## config.mk

```make
export PLATFORM = sky130hd
export DESIGN_NAME = reg_writeback_unit
export DESIGN_NICKNAME = d
export VERILOG_FILES = /design/src/rtl/reg_writeback_unit.sv
export SDC_FILE = /design/constraint.sdc
export NUM_CORES = 1
export LEC_CHECK = 0
export CAP_MARGIN = 20
export CORE_MARGIN = 1
export CORE_UTILIZATION = 45
export DETAILED_ROUTE_END_ITERATION = 10
export GPL_ROUTABILITY_DRIVEN = 1
export GPL_TIMING_DRIVEN = 0
export MAX_ROUTING_LAYER = met4
export PLACE_DENSITY = 0.68
export SYNTH_ARGS = -nofsm -noshare
export SYNTH_HDL_FRONTEND = slang
export SYNTH_SLANG_ARGS = --single-unit
```

## constraint.sdc

```tcl
create_clock -name clk -period 4.7 [get_ports clk]
set_input_delay 0.94 -clock clk [delete_from_list [all_inputs] [get_ports clk]]
set_output_delay 0.94 -clock clk [all_outputs]
set_load 0.05 [all_outputs]
```

## src/rtl/reg_writeback_unit.sv

```systemverilog
// Register-file write side: merges load and ALU results through a small FIFO,
// drains one write per cycle, and tracks per-register pending writes for decode.
module reg_writeback_unit #(
  parameter int DATA_W     = 16,
  parameter int ADDR_W     = 4,
  parameter int FIFO_DEPTH = 4
) (
  input  logic                          clk,
  input  logic                          reset,
  input  logic                          i_issue_valid,
  input  logic [ADDR_W-1:0]             i_issue_dest,
  input  logic                          i_ld_valid,
  output logic                          o_ld_ready,
  input  logic [ADDR_W-1:0]             i_ld_dest,
  input  logic [DATA_W-1:0]             i_ld_data,
  input  logic                          i_alu_valid,
  output logic                          o_alu_ready,
  input  logic [ADDR_W-1:0]             i_alu_dest,
  input  logic [DATA_W-1:0]             i_alu_data,
  output logic                          o_write_en,
  output logic [ADDR_W-1:0]             o_write_add,
  output logic [DATA_W-1:0]             o_write_data,
  output logic [(1<<ADDR_W)-1:0]        o_busy_mask,
  output logic [$clog2(FIFO_DEPTH):0]   o_fifo_count,
  output logic                          o_issue_err
);

  localparam int NREG  = 1 << ADDR_W;
  localparam int PTR_W = $clog2(FIFO_DEPTH);
  localparam int CNT_W = PTR_W + 1;
  localparam int ENT_W = ADDR_W + DATA_W;

  logic [ENT_W-1:0]  mem [FIFO_DEPTH];

  logic [CNT_W-1:0]  count_reg, count_next;
  logic [PTR_W-1:0]  wr_ptr_reg, wr_ptr_next;
  logic [PTR_W-1:0]  rd_ptr_reg, rd_ptr_next;
  logic [PTR_W-1:0]  alu_ptr;
  logic              write_en_reg;
  logic [ADDR_W-1:0] write_add_reg;
  logic [DATA_W-1:0] write_data_reg;
  logic [NREG-1:0]   busy_reg, busy_next;
  logic              issue_err_reg, issue_err_next;

  logic              ld_push, alu_push, pop;
  logic [ENT_W-1:0]  head_entry;
  logic [ADDR_W-1:0] head_dest;
  logic [DATA_W-1:0] head_data;
  logic              issue_conflict;

  // Ready depends only on the registered count so it never waits on the pop path.
  assign o_ld_ready  = (count_reg <= CNT_W'(FIFO_DEPTH - 1));
  assign o_alu_ready = (count_reg <= CNT_W'(FIFO_DEPTH - 2)) |
                       ((count_reg == CNT_W'(FIFO_DEPTH - 1)) & ~i_ld_valid);

  assign ld_push  = i_ld_valid  & o_ld_ready;
  assign alu_push = i_alu_valid & o_alu_ready;
  assign pop      = (count_reg != '0);

  // The load entry is older, so it takes the first free slot.
  assign alu_ptr     = wr_ptr_reg + PTR_W'(ld_push);
  assign wr_ptr_next = wr_ptr_reg + PTR_W'(ld_push) + PTR_W'(alu_push);
  assign rd_ptr_next = rd_ptr_reg + PTR_W'(pop);
  assign count_next  = count_reg + CNT_W'(ld_push) + CNT_W'(alu_push) - CNT_W'(pop);

  assign head_entry = mem[rd_ptr_reg];
  assign head_dest  = head_entry[ENT_W-1:DATA_W];
  assign head_data  = head_entry[DATA_W-1:0];

  // Pushes only ever target free slots, so they never collide with the head read.
  always_ff @(posedge clk) begin
    if (ld_push) begin
      mem[wr_ptr_reg] <= {i_ld_dest, i_ld_data};
    end
    if (alu_push) begin
      mem[alu_ptr] <= {i_alu_dest, i_alu_data};
    end
  end

  // Per-register scoreboard: a same-edge set beats the clear from the popped write.
  genvar gi;
  generate
    for (gi = 0; gi < NREG; gi++) begin : g_busy
      logic set_bit;
      logic clr_bit;
      assign set_bit       = i_issue_valid & (i_issue_dest == ADDR_W'(gi));
      assign clr_bit       = pop & (head_dest == ADDR_W'(gi));
      assign busy_next[gi] = set_bit | (busy_reg[gi] & ~clr_bit);
    end
  endgenerate

  assign issue_conflict = i_issue_valid & busy_reg[i_issue_dest] &
                          ~(pop & (head_dest == i_issue_dest));
  assign issue_err_next = issue_err_reg | issue_conflict;

  always_ff @(posedge clk or negedge reset) begin
    if (!reset) begin
      count_reg      <= '0;
      wr_ptr_reg     <= '0;
      rd_ptr_reg     <= '0;
      write_en_reg   <= 1'b0;
      write_add_reg  <= '0;
      write_data_reg <= '0;
      busy_reg       <= '0;
      issue_err_reg  <= 1'b0;
    end else begin
      count_reg     <= count_next;
      wr_ptr_reg    <= wr_ptr_next;
      rd_ptr_reg    <= rd_ptr_next;
      write_en_reg  <= pop;
      busy_reg      <= busy_next;
      issue_err_reg <= issue_err_next;
      if (pop) begin
        write_add_reg  <= head_dest;
        write_data_reg <= head_data;
      end
    end
  end

  assign o_write_en   = write_en_reg;
  assign o_write_add  = write_add_reg;
  assign o_write_data = write_data_reg;
  assign o_busy_mask  = busy_reg;
  assign o_fifo_count = count_reg;
  assign o_issue_err  = issue_err_reg;

endmodule
```

# Word level (Yosys, flattened, before mapping)
# Memory sizes are Yosys's and may differ from the RTL's.
# Cells that the tools add are included.
totals:
  register_bits: 45
  ram_bits: 80
  inputBits: 49
  output_inout_bits: 43
  elab_cells: 149
  n_memories: 1
op_classes:
  add_sub_neg: 6
  magnitude_cmp: 3
  n_eq_ne: 32
  mux: 6
  bitwise: 90
  reduce_logical: 3
mem_list:
  columns: ["name", "depth", "width", "read_ports", "rd_ports_with_merged_regs", "write_ports", "line", "source"]
  rows:
  - ["mem", 4, 20, 1, 0, 2, "33", "logic [ENT_W-1:0] mem [FIFO_DEPTH];"]
op_table:
  columns: ["op", "count"]
  rows:
  - ["4-bit == test (second input constant)", 16]
  - ["1-bit bitwise AND", 54]
  - ["4-bit by 3-bit == test with 1-bit output (second input constant)", 8]
  - ["1-bit inverter", 18]
  - ["1-bit bitwise OR", 18]
  - ["4-bit by 2-bit == test with 1-bit output (second input constant)", 4]
  - ["4-bit by 1-bit == test with 1-bit output (second input constant)", 2]
  - ["4-bit logical NOT", 2]
  - ["2-bit by 1-bit adder with 2-bit output", 3]
  - ["3-bit by 1-bit adder with 3-bit output", 2]
  - ["3-bit by 2-bit <= comparator with 1-bit output (second input constant)", 2]
  - ["4-bit by 5-bit < comparator with 1-bit output (second input constant)", 1]
  - ["1-bit 2-to-1 mux", 5]
  - ["1-bit binary-select mux with 4-bit select", 1]
  - ["4-bit == test", 1]
  - ["3-bit by 2-bit == test with 1-bit output (second input constant)", 1]
  - ["3-bit nonzero test", 1]
  - ["3-bit by 1-bit subtractor with 3-bit output", 1]

# Depth between registers and ports, before layout
logic_depth:
  ltp_word: 6
  depth_mapped: 10
  mapped_depth_nobuf: 9

# Worst setup path after synthesis
# Ideal clock, no wire load.
synth_path:
  path_kind: "register -> register"
  start: "register count_reg[2], in the netlist o_fifo_count[2]"
  end: "memory mem[1][0] (netlist name) (enable)"
  arrival_ns: 3.700
  path_slack_ns: 0.575
  stages_incl_launch_ff: 8
  n_path_buf: 0
  period_less_slack_ns: 4.125
  path_cell_list: "dfrtp_1 > inv_1 > ha_1 > a31oi_1 > nand2_1 > inv_1 > nand2b_1 > o21ai_0"
synth_rtl:
  columns: ["item", "line", "source"]
  rows:
  - ["start: declaration", "35", "logic [CNT_W-1:0] count_reg, count_next;"]
  - ["start signal: assignment", "107", "count_reg <= count_next;"]
  - ["end: declaration", "33", null]

# Worst setup path after layout
layout_path:
  start: "input port i_ld_valid"
  end: "output port o_alu_ready"
layout_via:
  elab_chain_cells: 3
layout_rtl:
  columns: ["item", "line", "source"]
  rows:
  - ["start: declaration", "12", "input logic i_ld_valid,"]
  - ["1-bit inverter", "54", "((count_reg == CNT_W'(FIFO_DEPTH - 1)) & ~i_ld_valid);"]
  - ["1-bit bitwise AND", "54", null]
  - ["1-bit bitwise OR", "53", "assign o_alu_ready = (count_reg <= CNT_W'(FIFO_DEPTH - 2)) |"]
  - ["end: declaration", "17", "output logic o_alu_ready,"]
# Every way passes these cells.

==> results.json <==
{
  "ff_latch_area_um2": 3530,
  "wl_met1_um": 6000,
  "instances_no_fill": 717,
  "grt_overflow": 0,
  "crit_fanout": 6,
  "routed.top_layer": "met4",
  "synth_edf_count": 80,
  "worstSkewPairLatency_ns": 0.41,
  "cts_tree": "yes",
  "synth.distinct_cells": 42,
  "largest_reg_flops": 80,
  "num_rows": 41,
  "synth-seq-cells": 125,
  "dp_hpwl_um": 9550,
  "worst_pin_slew_ns": 0.789,
  "outcome": "completed",
  "ys_warn_count": 0,
  "cts.repair.resized": 0,
  "wl_met2_um": 7060,
  "ys_top_cells_by_area": "edfxtp_1 40%, dfrtp_1 19%, mux2_2 9.0%, mux4_2 8.2%, mux2_1 6.4%",
  "cts.sink_count": 125,
  "grt_max_degree": 29,
  "synthCells": 417,
  "via_per_inst": 5.48,
  "via_count": 3931,
  "die_w_um": 118,
  "synth_most_common_cell": "edfxtp_1",
  "async_reset_ff_share_pct": 36.0,
  "syn-num-nets": 474,
  "cp.required_ns": 3.76,
  "die_h_um": 118,
  "nets": 589,
  "grt_pass1_wl_um": 22100,
  "yosys-top-cells-count": "80 x edfxtp_1, 65 x nand2_1, 48 x mux2_2",
  "arrival_ns": 2.47,
  "top_register": "mem",
  "wl_per_cell_um": 19.3,
  "pin_count": 92,
  "slew_headroom_pct": 47.4,
  "hold_viol_final": 0,
  "cap_violations": 0,
  "postRouteAntennaNets": 0,
  "crit_type": "primary input to output pin",
  "io_buffers": 91,
  "end_kind": "output pin",
  "multi_input_area_um2": 2360,
  "core_um2": 12800,
  "met3_length_um": 518,
  "holdWs_ns": 0.462,
  "holdBufCountCts": 0,
  "wl_um": 13900,
  "fin_total_pwr_mw": 5.69,
  "power.density_nw_per_um2": 734,
  "drc": 0,
  "setup_violations": 0,
  "post_dp_cell_area_um2": 7230,
  "syn-cell-area_um2": 6030,
  "htree_levels": 4,
  "antenna_found_initial": 0,
  "fin_skew_ns": 0.00927,
  "worst_setup_path_start_kind": "primary input",
  "rsz0062_at_grt": "no",
  "synth_ff_type": "edfxtp_1",
  "maxSlewViolCount": 0,
  "final.period_utilization_pct": 72.5,
  "start_util_pct": 47.0,
  "synth_top_area_share_pct": 39.9,
  "fin_area_um2": 7750,
  "hold_path.class": "flip-flop to flip-flop",
  "leakage_nw": 2.93,
  "nFillCells": 1019,
  "cts_made_buffers": 17,
  "cts_root_buf": "clkbuf_16",
  "grt_pass1_vias": 4068,
  "clkTransAtPathRegs_ns": 0.05,
  "placed_cells": 683,
  "place.gp.congestion": 0.889,
  "postCtsSetupRepairBufs": 0,
  "cts_buffer_depth": 2,
  "ys_seq_area_share_pct": 58.6,
  "max-vdd-ir-drop_uv": 399,
  "max_freq_mhz": 294,
  "post-route-min-period_ns": 3.41,
  "layout-drive-gt1-share_pct": 21.7,
  "area_delta_synth_final_pct": 28.6,
  "gr-usage-all-layers_pct": 22.0,
  "dr.first_iter.drc_count": 233,
  "firstDrtPassIters": 4,
  "synth.largest_area_cell": "edfxtp_1",
  "die-area_um2": 13900,
  "postSynthAreaPerCell_um2": 14.5,
  "diodes": 0
}
## through the flow
step | utilization (%) | TNS [ns] | setup WS [ns]
CTS | 60.2 | 0 | 1.29
floorplan | - | 0 | 0.575
global placement | 55.8 | -3.16 | -0.160
finish | 60.4 | 0 | 1.29
detailed placement | 56.4 | 0 | 0.953
global route | 60.4 | 0 | 1.26
## power breakdown
part           internal, mW  leakage (nW)  switching (mW)
logic                  1.08          1.43            1.66
registers              1.66          1.26           0.199
clock network         0.666         0.236           0.431
## critical path, stage by stage
cell and delay [ns]:
clkdlybuf4s50_1 0.47, nand2_1 0.06, a31o_2 0.29, clkdlybuf4s50_1 0.71
## layout make-up
cell class	instances	area share [%]
plain buffers	20	1.32
clock buffers	27	5.98
clock inverters	5	0.291
inverters	10	0.484
multi-input cells	262	30.5
flip-flops and latches	125	45.5
well taps	172	2.78
repair buffers	96	13.1
## worst paths after layout
path                                                  start                      endpoint  slack, ns  cells past startpoint
max in group asynchronous                             reset  o_write_data[12]$_DFFE_PN0P_       3.69                      2
worst min-delay path            o_write_data[8]$_DFFE_PN0P_   o_write_data[8]$_DFFE_PN0P_       0.46                      2
worst min register to register  o_write_data[8]$_DFFE_PN0P_   o_write_data[8]$_DFFE_PN0P_       0.46                      2
min in group asynchronous                             reset      o_busy_mask[3]$_DFF_PN0_       0.48                      1
worst max register to register    o_fifo_count[2]$_DFF_PN0_          mem[2][19]$_DFFE_PP_       1.54                     10
worst max-delay path                             i_ld_valid                   o_alu_ready       1.29                      4
## layout by cell type, fill, tap and decap left out, types with 2 or more instances in the layout
cell type / n
a31o_2: 2
a31oi_1: 2
and4b_1: 2
buf_16: 3
buf_2: 12
buf_6: 2
clkbuf_1: 17
clkbuf_16: 17
clkdlybuf4s50_1: 90
clkinv_1: 2
clkinv_2: 3
dfrtp_1: 45
edfxtp_1: 80
fa_1: 2
ha_1: 6
inv_1: 10
mux2_1: 34
mux2_2: 48
mux2i_1: 5
mux4_2: 22
nand2_1: 65
nand2b_1: 5
nand3_1: 3
nand4_1: 2
nor2b_1: 3
nor3_1: 3
o21ai_0: 10
o21ai_1: 19
o31ai_1: 2
o31ai_2: 2
or3b_4: 2
xnor2_1: 3
xor2_1: 6
## per-layer routing
layer  vias to the layer above  GRT usage (%)
met4                         0           8.25
met5                         -              -
met2                       117           36.1
li1                       1813              -
met3                        20           4.94
met1                      1981           26.5
## cells by family after synthesis
logic type	after synthesis	share of synthesized area, %
compound gates	43	4.30
xor+xnor	9	1.31
fa+ha+maj	8	1.91
buf+inv	30	2.33
flops	125	58.6
mux	109	24.4
simple gates	93	7.23
Note: power is estimated with default switching activity, not from simulation.
